### src/rtl/result_stream_tx.sv
// result_stream_tx: drain end of the 4x4 systolic array.
// Re-aligns the time-staggered result lanes into 32-bit words and buffers them
// in a first-word-fall-through FIFO. The words leave on an AXI4-Stream master
// port, and TLAST marks every PKT_LEN-th beat.
// The array cannot be stalled. A word that arrives while the FIFO is full is
// dropped, and the sticky overflow flag records the loss.
// Optional build macro RESULT_TX_STALL_EN adds a registered res_stall output.
// res_stall warns the upstream sequencer before the FIFO can overflow.
module result_stream_tx #(
  parameter int unsigned FIFO_DEPTH = 8,
  parameter int unsigned PKT_LEN    = 4
) (
  input  logic                         axi_clk,
  input  logic                         axi_rst,
  input  logic [31:0]                  res_data,
  input  logic                         res_valid,
  output logic [31:0]                  m_axis_data,
  output logic                         m_axis_valid,
  input  logic                         m_axis_ready,
  output logic                         m_axis_last,
  output logic [$clog2(FIFO_DEPTH):0]  fifo_level,
  output logic                         overflow
`ifdef RESULT_TX_STALL_EN
  ,
  output logic                         res_stall
`endif
);

  localparam int unsigned DATA_W = 32;
  localparam int unsigned LANE_W = 8;
  localparam int unsigned PTR_W  = $clog2(FIFO_DEPTH);
  localparam int unsigned LVL_W  = PTR_W + 1;
  localparam int unsigned CNT_W  = (PKT_LEN > 1) ? $clog2(PKT_LEN) : 1;

  // De-skew delay lines: lane3 three deep, lane2 two deep, lane1 one deep
  logic [3*LANE_W-1:0] lane3_q, lane3_d;
  logic [2*LANE_W-1:0] lane2_q, lane2_d;
  logic [LANE_W-1:0]   lane1_q, lane1_d;
  logic [2:0]          vld_q, vld_d;

  // FIFO storage and bookkeeping
  logic [DATA_W-1:0]   mem_q [FIFO_DEPTH];
  logic [PTR_W-1:0]    wr_ptr_q, wr_ptr_d;
  logic [PTR_W-1:0]    rd_ptr_q, rd_ptr_d;
  logic [LVL_W-1:0]    level_q, level_d;
  logic                ovf_q, ovf_d;
  logic [CNT_W-1:0]    beat_q, beat_d;

  logic [DATA_W-1:0]   word_c;
  logic                wr_en_c;
  logic                full_c;
  logic                not_empty_c;
  logic                pop_c;
  logic                push_c;
  logic                drop_c;

  // Next state of the de-skew shift registers and the valid chain
  always_comb begin
    lane3_d = {lane3_q[2*LANE_W-1:0], res_data[31:24]};
    lane2_d = {lane2_q[LANE_W-1:0], res_data[23:16]};
    lane1_d = res_data[15:8];
    vld_d   = {vld_q[1:0], res_valid};
  end

  // Aligned word and its write strobe, both three cycles after res_valid
  always_comb begin
    word_c  = {lane3_q[3*LANE_W-1:2*LANE_W], lane2_q[2*LANE_W-1:LANE_W],
               lane1_q, res_data[7:0]};
    wr_en_c = vld_q[2];
  end

  // FIFO push/pop decisions, pointer, level, overflow and beat-counter updates
  always_comb begin
    full_c      = (level_q == LVL_W'(FIFO_DEPTH));
    not_empty_c = (level_q != '0);
    pop_c       = not_empty_c && m_axis_ready;
    // A full FIFO still accepts a word when the head leaves on the same edge
    push_c      = wr_en_c && (!full_c || pop_c);
    drop_c      = wr_en_c && full_c && !pop_c;

    wr_ptr_d = wr_ptr_q;
    rd_ptr_d = rd_ptr_q;
    level_d  = level_q;
    ovf_d    = ovf_q;
    beat_d   = beat_q;

    if (push_c) begin
      wr_ptr_d = wr_ptr_q + PTR_W'(1);
    end
    if (pop_c) begin
      rd_ptr_d = rd_ptr_q + PTR_W'(1);
      if (beat_q == CNT_W'(PKT_LEN - 1)) begin
        beat_d = '0;
      end else begin
        beat_d = beat_q + CNT_W'(1);
      end
    end

    unique case ({push_c, pop_c})
      2'b10:   level_d = level_q + LVL_W'(1);
      2'b01:   level_d = level_q - LVL_W'(1);
      default: level_d = level_q;
    endcase

    if (drop_c) begin
      ovf_d = 1'b1;
    end
  end

  // Pipeline and control registers
  always_ff @(posedge axi_clk or posedge axi_rst) begin
    if (axi_rst) begin
      lane3_q  <= '0;
      lane2_q  <= '0;
      lane1_q  <= '0;
      vld_q    <= '0;
      wr_ptr_q <= '0;
      rd_ptr_q <= '0;
      level_q  <= '0;
      ovf_q    <= 1'b0;
      beat_q   <= '0;
    end else begin
      lane3_q  <= lane3_d;
      lane2_q  <= lane2_d;
      lane1_q  <= lane1_d;
      vld_q    <= vld_d;
      wr_ptr_q <= wr_ptr_d;
      rd_ptr_q <= rd_ptr_d;
      level_q  <= level_d;
      ovf_q    <= ovf_d;
      beat_q   <= beat_d;
    end
  end

  // FIFO storage array; contents are don't-care while level is zero
  always_ff @(posedge axi_clk) begin
    if (push_c) begin
      mem_q[wr_ptr_q] <= word_c;
    end
  end

  // Stream outputs; data is forced to zero whenever no word is presented
  always_comb begin
    m_axis_valid = not_empty_c;
    m_axis_data  = not_empty_c ? mem_q[rd_ptr_q] : '0;
    m_axis_last  = not_empty_c && (beat_q == CNT_W'(PKT_LEN - 1));
    fifo_level   = level_q;
    overflow     = ovf_q;
  end

`ifdef RESULT_TX_STALL_EN
  logic stall_q, stall_d;

  // Upstream stall request. Four free slots cover the three words still in
  // the de-skew pipeline plus one word issued while res_stall propagates.
  always_comb begin
    stall_d = (level_q >= LVL_W'(FIFO_DEPTH - 4));
  end

  // Stall register
  always_ff @(posedge axi_clk or posedge axi_rst) begin
    if (axi_rst) begin
      stall_q <= 1'b0;
    end else begin
      stall_q <= stall_d;
    end
  end

  assign res_stall = stall_q;
`endif

endmodule

### config.mk
export PLATFORM = sky130hd
export DESIGN_NAME = result_stream_tx
export DESIGN_NICKNAME = d
export VERILOG_FILES = /design/src/rtl/result_stream_tx.sv
export SDC_FILE = /design/constraint.sdc
export NUM_CORES = 1
export LEC_CHECK = 0
export ABC_AREA = 1
export CAP_MARGIN = 25
export CORE_MARGIN = 2
export CORE_UTILIZATION = 46
export DETAILED_ROUTE_END_ITERATION = 8
export GPL_ROUTABILITY_DRIVEN = 0
export GPL_TIMING_DRIVEN = 1
export HOLD_SLACK_MARGIN = 0.02
export PLACE_DENSITY = 0.75
export SLEW_MARGIN = 20
export SYNTH_ARGS = -nofsm -noshare
export SYNTH_HDL_FRONTEND = slang
export SYNTH_SLANG_ARGS = --single-unit
### constraint.sdc
create_clock -name axi_clk -period 3.6 [get_ports axi_clk]
set_input_delay 0.9 -clock axi_clk [delete_from_list [all_inputs] [get_ports axi_clk]]
set_output_delay 0.9 -clock axi_clk [all_outputs]
set_load 0.02 [all_outputs]
==> results.sh, run 1 <==
export IMPL_total_power_uw=12700
export IMPL_synthFlopType="edfxtp_1"
export IMPL_htree_levels=1
export IMPL_endpoint_kind="output pin"
export IMPL_skew_ps=5.95
export IMPL_synth_seq_area_share_pct=77.1
export IMPL_dp_hpwl_mm=13.4
export IMPL_crit_path_max_fanout=39
export IMPL_report_final_slew_viol_count=0
export IMPL_drc_errors=0
export IMPL_wl_per_cell_um=18.7
export IMPL_worstPathRequired_ps=2700
export IMPL_rsz0062_at_grt="yes"
export IMPL_die_area_um2=27500
export IMPL_final_util_pct=56.1
export IMPL_cts_sinks=320
export IMPL_status="finished, final reports clean"
export IMPL_start_kind="flip-flop"
export IMPL_crit_type="reg -> out"
export IMPL_clock_latency_ps=550
export IMPL_grt_pass1_vias=7207
export IMPL_dpl_cell_count=1256
export IMPL_antenna_found_initial=0
export IMPL_drive_gt1_share_pct=10.2
export IMPL_ant_nets=0
export IMPL_crit_start="rd_ptr_q[0]"
export IMPL_hold_start="lane3_q[6]"
export IMPL_syn_num_nets=915
export IMPL_finalSetupViolations=0
export IMPL_final_cell_mix="nor2_1, edfxtp_1, o21ai_0, o32ai_1, dfrtp_1"
export IMPL_drt_pass1_iterations=5
export IMPL_yosysWarnings=0
export IMPL_cp_num_buf_inv=2
export IMPL_slew_headroom_pct=54.2
export IMPL_tightest_slew_ps=686
export IMPL_io_buffers=74
export IMPL_p_leak_uw=0.00527
export IMPL_ys_async_sr_fraction_pct=20.0
export IMPL_numCtsBuffers=30
export IMPL_period_share_pct=98.4
export IMPL_vias=7190
export IMPL_viasPerCell=5.48
export IMPL_syn_cell_area_um2=12000
export IMPL_final_common_cell="nor2_1"
export IMPL_initial_utilization_pct=46.5
export IMPL_grt_pass1_wl_mm=39.0
export IMPL_yosysUniqueCellTypes=30
export IMPL_path_cells="buf_6 -> nor2_1 -> o32ai_1 -> o21ai_1 -> nor2_1 -> clkdlybuf4s50_1"
export IMPL_synth_edf_count=256
export IMPL_postLayoutSetupSlackWorst_ps=58.2
export IMPL_post_cts_buffers=0
export IMPL_max_freq_mhz=282
export IMPL_p_per_area_nw_per_um2=872
export IMPL_cp_top_family="buffers and inverters"
export IMPL_die_w_um=166
export IMPL_root_buffer="clkbuf_16"
export IMPL_timing_critical_path_mode_cell="nor2_1"
export IMPL_wl_mm=24.6
export IMPL_rows=59
export IMPL_io_pin_count=75
export IMPL_cts_hold_buffers=0
export IMPL_overflow=0
export IMPL_coreArea_um2=25900
export IMPL_cts_reportedPaths_clkPinSlew_ps=60
export IMPL_syn_inst=875
export IMPL_min_path_type="reg -> reg"
export IMPL_layout_nets=993
export IMPL_slowest_delay_ps=650
export IMPL_worstPathArrival_ps=2640
export IMPL_fin_crit_ps=3540
export IMPL_synth_seq_cells=320
export IMPL_syn2layout_area_growth_pct=20.7
export IMPL_layout_cells_non_filler=1312
export IMPL_worstReg2RegStart="fifo_level[0]"
export IMPL_slowest_stage="clkdlybuf4s50_1"
export IMPL_cts_resized=12
export IMPL_post_place_ws_ps=489
export IMPL_die_h_um=166
export IMPL_vdd_drop_max_v=0.000559
export IMPL_cts_tree="built"
export IMPL_antenna_cells=0
export IMPL_track_usage_pct=17.8
export IMPL_hold_viol=0
export IMPL_drt_initial_drc_count=768
export IMPL_syn_avg_cell_area_um2=13.8
export IMPL_grt_start_max_net_pins=53
export IMPL_whs_ps=348
export IMPL_clock_path_buffers=3
export IMPL_drv_cap=0
through the flow:
stage	area, um^2	setup TNS [ps]
5_1_grt	14500	-132
6_report	14500	0
3_3_place_gp	13400	0
4_1_cts	14500	-1.16
2_1_floorplan	12000	0
3_5_place_dp	13400	0
kinds of logic (layout without fill, tap and decap cells):
kind of cell	Yosys count	after routing	synth area share, %
adders and majority gates	4	4	0.416
AOI/OAI and AO/OA	168	168	9.04
DFF	320	320	77.1
and+or+nand+nor	309	309	10.4
buffers and inverters	68	170	2.63
xor gates and xnor gates	6	6	0.436
cells in the mapped netlist (3+ instances only):
| cell | instances | share of area, % |
|---|---|---|
| nor2_1 | 261 | 8.1 |
| o32ai_1 | 64 | 4.7 |
| nand2_1 | 29 | 0.90 |
| ha_1 | 4 | 0.42 |
| nand2_4 | 4 | 0.37 |
| dfrtp_1 | 64 | 13 |
| inv_1 | 13 | 0.41 |
| xor2_1 | 5 | 0.36 |
| nand3_1 | 3 | 0.12 |
| o21ai_0 | 83 | 3.4 |
| clkbuf_1 | 26 | 0.81 |
| edfxtp_1 | 256 | 64 |
| buf_4 | 9 | 0.56 |
| nor2_2 | 5 | 0.26 |
| buf_2 | 14 | 0.58 |
| o21ai_1 | 17 | 0.71 |
worst paths after layout:
kind                            slack, ps  cells after the start         endpoint
worst max-delay path                   60                      6  m_axis_data[23]
worst min-delay path                  350                      0      lane3_q[14]
worst max register to register       1010                      9      mem_q[7][2]
worst min register to register        350                      0      lane3_q[14]
max in group asynchronous            2100                      3       lane1_q[3]
min in group asynchronous             770                      2      lane2_q[12]
cell type report:
type                            instances  area (um^2)
Multi-Input combinational cell        487         2490
Tap cell                              335          419
Fill cell                            1993        11400
Timing Repair Buffer                   98         1180
Clock inverter                         20          262
Clock buffer                           36          825
Sequential cell                       320         9300
Inverter                               16         67.6
report_power, final:
group	internal, uW	switching (uW)
registers	4520	235
clock network	2070	1330
logic	1700	2830
registers in the layout, summed over array words and instances, names as in the netlist:
register	cells
mem_q	256
lane2_q	16
vld_q	3
wr_ptr_q	3
overflow	1
lane1_q	8
beat_q	2
fifo_level	4
lane3_q	24
rd_ptr_q	3
per-layer routing:
layer | vias to the layer above | global-route usage, % | part of all wire [%]
li1 | 3327 | - | -
met1 | 3561 | 24.1 | 42
met2 | 261 | 30.2 | 49
met3 | 41 | 2.98 | 6.9
met4 | 0 | 4.39 | 2.2
met5 | - | 0 | 0
(Power assumes the default switching activity.)
==> run 2: changes to the inputs <==
--- a/constraint.sdc
+++ b/constraint.sdc
@@ -3,2 +3,2 @@
 set_output_delay 0.9 -clock axi_clk [all_outputs]
-set_load 0.02 [all_outputs]
+set_load 0.05 [all_outputs]
==> run 2 against run 1 <==
Effect of this change:
- utilization shrank 1.3 points
- via count up 0.18%
- register-to-register slack better by 180 ps
- sequential share of layout area rose by 1.6 points
- die area did not move
- clock skew grew 6.4 ps
- clock power shrank 10%
- non-clock buffer count fell by 5
- global-route usage down 0.20 points
- fmax grew 1.9%
- design area decreased by 2.4%
- sequential power is essentially flat
==> results.sh, run 2 (synthesis results as in run 1) <==
export IMPL_io_pin_count=75
export IMPL_rsz0062_at_grt="no"
export IMPL_ant_nets=0
export IMPL_clock_latency_ps=550
export IMPL_antenna_cells=0
export IMPL_dp_hpwl_mm=13.8
export IMPL_cp_top_family="buffers and inverters"
export IMPL_grt_start_max_net_pins=130
export IMPL_layout_nets=987
export IMPL_total_power_uw=13200
export IMPL_postLayoutSetupSlackWorst_ps=123
export IMPL_skew_ps=12.3
export IMPL_tightest_slew_ps=674
export IMPL_top_regs="mem_q: 256 flops, lane3_q: 24 flops, lane2_q: 16 flops"
export IMPL_worst_path_stages=6
export IMPL_root_buffer="clkbuf_16"
export IMPL_layout_cells_non_filler=1305
export IMPL_regArea_um2=9300
export IMPL_period_share_pct=96.6
export IMPL_dpl_cell_count=1251
export IMPL_drc_errors=0
export IMPL_hold_viol=0
export IMPL_wl_per_cell_um=18.7
export IMPL_reg2regPathDepth=9
export IMPL_viasPerCell=5.52
export IMPL_rrSetupSlack_ps=1190
export IMPL_largest_reg_flops=256
export IMPL_vias=7203
export IMPL_slowest_stage="dfrtp_4"
export IMPL_grt_pass1_wl_mm=38.9
export IMPL_cts_reportedPaths_clkPinSlew_ps=60
export IMPL_max_freq_mhz=288
export IMPL_cp_num_buf_inv=2
export IMPL_multiInputGateArea_um2=2490
export IMPL_io_buffers=74
export IMPL_p_per_area_nw_per_um2=927
export IMPL_p_leak_uw=0.00499
export IMPL_num_fill_cells=2050
export IMPL_track_usage_pct=17.6
export IMPL_die_area_um2=27500
export IMPL_finalSetupViolations=0
export IMPL_slew_headroom_pct=55.0
export IMPL_timing_critical_path_mode_cell="nor2_1"
export IMPL_regToRegEndpoint="mem_q[3][9]"
export IMPL_htree_levels=1
export IMPL_drv_cap=0
export IMPL_grt_pass1_vias=7453
export IMPL_final_common_cell="nor2_1"
export IMPL_antenna_found_initial=0
export IMPL_die_w_um=166
export IMPL_syn2layout_area_growth_pct=17.8
export IMPL_drt_initial_drc_count=664
export IMPL_post_place_ws_ps=652
export IMPL_initial_utilization_pct=46.5
export IMPL_post_cts_buffers=0
export IMPL_die_h_um=166
export IMPL_rows=59
export IMPL_crit_path_end="m_axis_data[14]"
export IMPL_clock_path_buffers=3
export IMPL_drive_gt1_share_pct=12.7
export IMPL_cts_tree="built"
export IMPL_status="finished, final reports clean"
export IMPL_final_cell_mix="nor2_1, edfxtp_1, o21ai_0, o32ai_1, dfrtp_1"
export IMPL_numCtsBuffers=29
export IMPL_cts_sinks=320
export IMPL_crit_path_max_fanout=129
export IMPL_fin_crit_ps=3480
export IMPL_min_path_type="reg -> reg"
export IMPL_whs_ps=345
export IMPL_crit_type="reg -> out"
export IMPL_report_final_slew_viol_count=0
export IMPL_coreArea_um2=25900
export IMPL_top_register="mem_q"
export IMPL_worstReg2RegStart="fifo_level[0]"
export IMPL_drt_pass1_iterations=5
export IMPL_tns_ps=0
export IMPL_wl_mm=24.4
export IMPL_overflow=0
export IMPL_cts_resized=0
export IMPL_start_kind="flip-flop"
export IMPL_worstPathRequired_ps=2700
export IMPL_vdd_drop_max_v=0.000700
export IMPL_endpoint_kind="output pin"
export IMPL_cts_hold_buffers=0
export IMPL_worstPathArrival_ps=2580
export IMPL_path_cells="buf_12 -> nor2_1 -> o32ai_1 -> o21ai_0 -> nor2_1 -> buf_4"
export IMPL_slowest_delay_ps=450
export IMPL_crit_start="rd_ptr_q[0]"
run 2: changes by cell type in the layout (fill, tap and decap cells not counted), moves of 4 or more:
cell	change
buf_4	+34
dlymetal6s2s_1	-20
dlygate4sd2_1	-8
bufinv_16	-4
clkdlybuf4s50_1	-4
run 2: final cells by class:
cell class              instances  area share, %
repair buffers                 93           6.72
clock inverters                19           1.04
flip-flops and latches        320           65.5
clock buffers                  35           5.78
multi-input cells             487           17.5
well taps                     335           2.95
inverters                      16          0.458
run 2: worst min path at each step:
| stage | start | depth (start not counted) | slack [ps] | end |
|---|---|---|---|---|
| floorplan | lane2_q[2] | 0 | 330 | lane2_q[10] |
| global placement | lane2_q[6] | 0 | 330 | lane2_q[14] |
| detailed placement | lane2_q[4] | 0 | 330 | lane2_q[12] |
| CTS | lane3_q[2] | 0 | 350 | lane3_q[10] |
| global route | lane2_q[4] | 0 | 350 | lane2_q[12] |
| finish | lane3_q[2] | 0 | 340 | lane3_q[10] |
run 2: power by group:
| group | switching (uW) | internal [uW] | leakage, uW | total, uW |
|---|---|---|---|---|
| Clock | 1290 | 1760 | 0.000481 | 3050 |
| Combinational | 3760 | 1560 | 0.00144 | 5330 |
| Sequential | 256 | 4520 | 0.00307 | 4770 |
| Total | 5310 | 7840 | 0.00499 | 13200 |
run 2: per-layer routing:
layer | vias up | GRT usage (%) | share of wire (%)
met1 | 3604 | 22.6 | 41
met4 | 0 | 4.88 | 2.6
met5 | - | 0 | 0
met2 | 238 | 31.4 | 51
li1 | 3315 | - | -
met3 | 46 | 2.43 | 5.3
run 2: per-stage QoR:
| step | util [%] | area [um^2] |
|---|---|---|
| global route | 54.8 | 14200 |
| CTS | 54.8 | 14200 |
| floorplan | - | 12000 |
| finish | 54.8 | 14200 |
| detailed placement | 51.0 | 13200 |
| global placement | 51.0 | 13200 |
==> run 3: changes to the inputs <==
CORE_UTILIZATION = 47   (was 46)
PLACE_DENSITY = 0.66   (was 0.75)
==> run 3 against run 2 <==
Effect of this change:
- sequential share of layout area down 0.25 points
- register-to-register slack worse by 280 ps
- global-route usage increased by 1.2 points
- largest cell class unchanged
- sequential power hardly changed
- highest routed layer unchanged
- fmax up 0.95%
- final cell count is 1.0% higher
- critical path depth unchanged
- critical endpoint is now m_axis_data[23]
- non-clock buffer count is 14 higher
- total power increased by 0.28%
==> results.sh, run 3 (synthesis results as in run 1) <==
export IMPL_status="finished, final reports clean"
export IMPL_p_per_area_nw_per_um2=926
export IMPL_crit_path_max_fanout=47
export IMPL_swShare_pct=40.4
export IMPL_rsz0062_at_grt="no"
export IMPL_top_register="mem_q"
export IMPL_die_w_um=164
export IMPL_cts_reportedPaths_clkPinSlew_ps=60
export IMPL_cts_sinks=320
export IMPL_drv_cap=0
export IMPL_holdPathEnd="lane2_q[10]"
export IMPL_rows=58
export IMPL_post_cts_buffers=0
export IMPL_final_common_cell="nor2_1"
export IMPL_antenna_cells=0
export IMPL_clkPwrFrac_pct=23.4
export IMPL_largest_reg_flops=256
export IMPL_cts_tree="built"
export IMPL_switchingPower_uw=5330
export IMPL_drt_pass1_iterations=4
export IMPL_worstPathArrival_ps=2540
export IMPL_hold_start="lane2_q[2]"
export IMPL_finalSetupViolations=0
export IMPL_crit_start="rd_ptr_q[1]"
export IMPL_cts_hold_buffers=0
export IMPL_htree_levels=1
export IMPL_drc_errors=0
export IMPL_ant_nets=0
export IMPL_hold_viol=0
export IMPL_clock_path_buffers=3
export IMPL_layout_nets=1003
export IMPL_dpl_cell_count=1260
export IMPL_grt_pass1_wl_mm=38.8
export IMPL_vias=7115
export IMPL_io_pin_count=75
export IMPL_endpoint_kind="output pin"
export IMPL_p_leak_uw=0.00506
export IMPL_overflow=0
export IMPL_initial_utilization_pct=47.8
export IMPL_tns_ps=0
export IMPL_regToRegEndpoint="mem_q[5][3]"
export IMPL_grt_start_max_net_pins=130
export IMPL_die_area_um2=26900
export IMPL_skew_ps=13.2
export IMPL_final_util_pct=56.6
export IMPL_vdd_drop_max_v=0.000575
export IMPL_pwr_share_seq_pct=36.3
export IMPL_holdPathStages=0
export IMPL_track_usage_pct=18.7
export IMPL_rrSetupSlack_ps=910
export IMPL_wl_mm=24.6
export IMPL_coreArea_um2=25200
export IMPL_report_final_slew_viol_count=0
export IMPL_final_cell_mix="nor2_1, edfxtp_1, o21ai_0, o32ai_1, dfrtp_1"
export IMPL_clock_latency_ps=570
export IMPL_layout_cells_non_filler=1318
export IMPL_worstReg2RegStart="fifo_level[0]"
export IMPL_numCtsBuffers=31
export IMPL_wl_per_cell_um=18.7
export IMPL_drive_gt1_share_pct=13.7
export IMPL_die_h_um=164
export IMPL_min_path_type="reg -> reg"
export IMPL_reg2regPathDepth=9
export IMPL_internal_power_uw=7870
export IMPL_drt_initial_drc_count=527
export IMPL_period_share_pct=95.7
export IMPL_antenna_found_initial=0
export IMPL_start_kind="flip-flop"
export IMPL_slew_headroom_pct=61.9
export IMPL_fin_crit_ps=3440
export IMPL_tightest_slew_ps=572
export IMPL_power_frac_comb_pct=40.3
export IMPL_crit_type="reg -> out"
export IMPL_worstPathRequired_ps=2700
export IMPL_top_regs="mem_q: 256 flops, lane3_q: 24 flops, lane2_q: 16 flops"
export IMPL_max_freq_mhz=290
export IMPL_grt_pass1_vias=6970
export IMPL_root_buffer="clkbuf_16"
export IMPL_viasPerCell=5.40
export IMPL_cts_resized=0
export IMPL_dp_hpwl_mm=14.4
export IMPL_syn2layout_area_growth_pct=18.3
export IMPL_total_power_uw=13200
export IMPL_io_buffers=74
run 3: changes by cell type in the layout (fill, tap and decap cells not counted), sizes merged:
cell / delta
clkinv: -1
buf: +14
clkbuf: +8
bufinv: -1
clkinvlp: -2
run 3: routing by layer:
layer,global-route usage [%],wire [um]
met5,0,0
met2,31.1,11800
met4,4.63,442
met1,26.5,11100
met3,2.47,1340
run 3: power by group through the flow:
| stage | clock, uW | sequential (uW) | combinational (uW) |
|---|---|---|---|
| floorplan | 0 | 4820 | 3700 |
| global placement | 0 | 4850 | 5320 |
| detailed placement | 0 | 4860 | 5370 |
| CTS | 3160 | 4790 | 5380 |
| global route | 3310 | 4840 | 5760 |
| finish | 3090 | 4790 | 5320 |
run 3: worst max-delay path, cell delays in order (launching register included):
cell     delay (ps)
dfrtp_4         760
buf_4           320
o21ai_0         150
o32ai_1         210
nor2_1           90
nor2_1          200
buf_4           240
run 3: stage by stage:
step	worst slack [ps]	cell area, um^2	hold slack [ps]
after CTS	113	14200	348
after floorplan	298	12000	331
after global routing	10.1	14200	352
after global placement	446	13300	332
after detailed placement	397	13300	335
final	156	14200	346
run 3: area by class of cell:
cell class,instances,area [um^2]
clock buffers,43,871
multi-input cells,487,2490
well taps,330,413
repair buffers,107,996
inverters,16,67.6
clock inverters,15,113
flip-flops and latches,320,9300
fillers,1990,10900
run 3: worst max path at each step:
| stage | endpoint | slack, ps | depth (start not counted) |
|---|---|---|---|
| after floorplan | m_axis_data[22] | 300 | 5 |
| after global placement | mem_q[5][3] | 450 | 8 |
| after detailed placement | mem_q[5][19] | 400 | 8 |
| after CTS | m_axis_data[13] | 110 | 7 |
| after global routing | m_axis_data[22] | 10 | 6 |
| final | m_axis_data[23] | 160 | 6 |
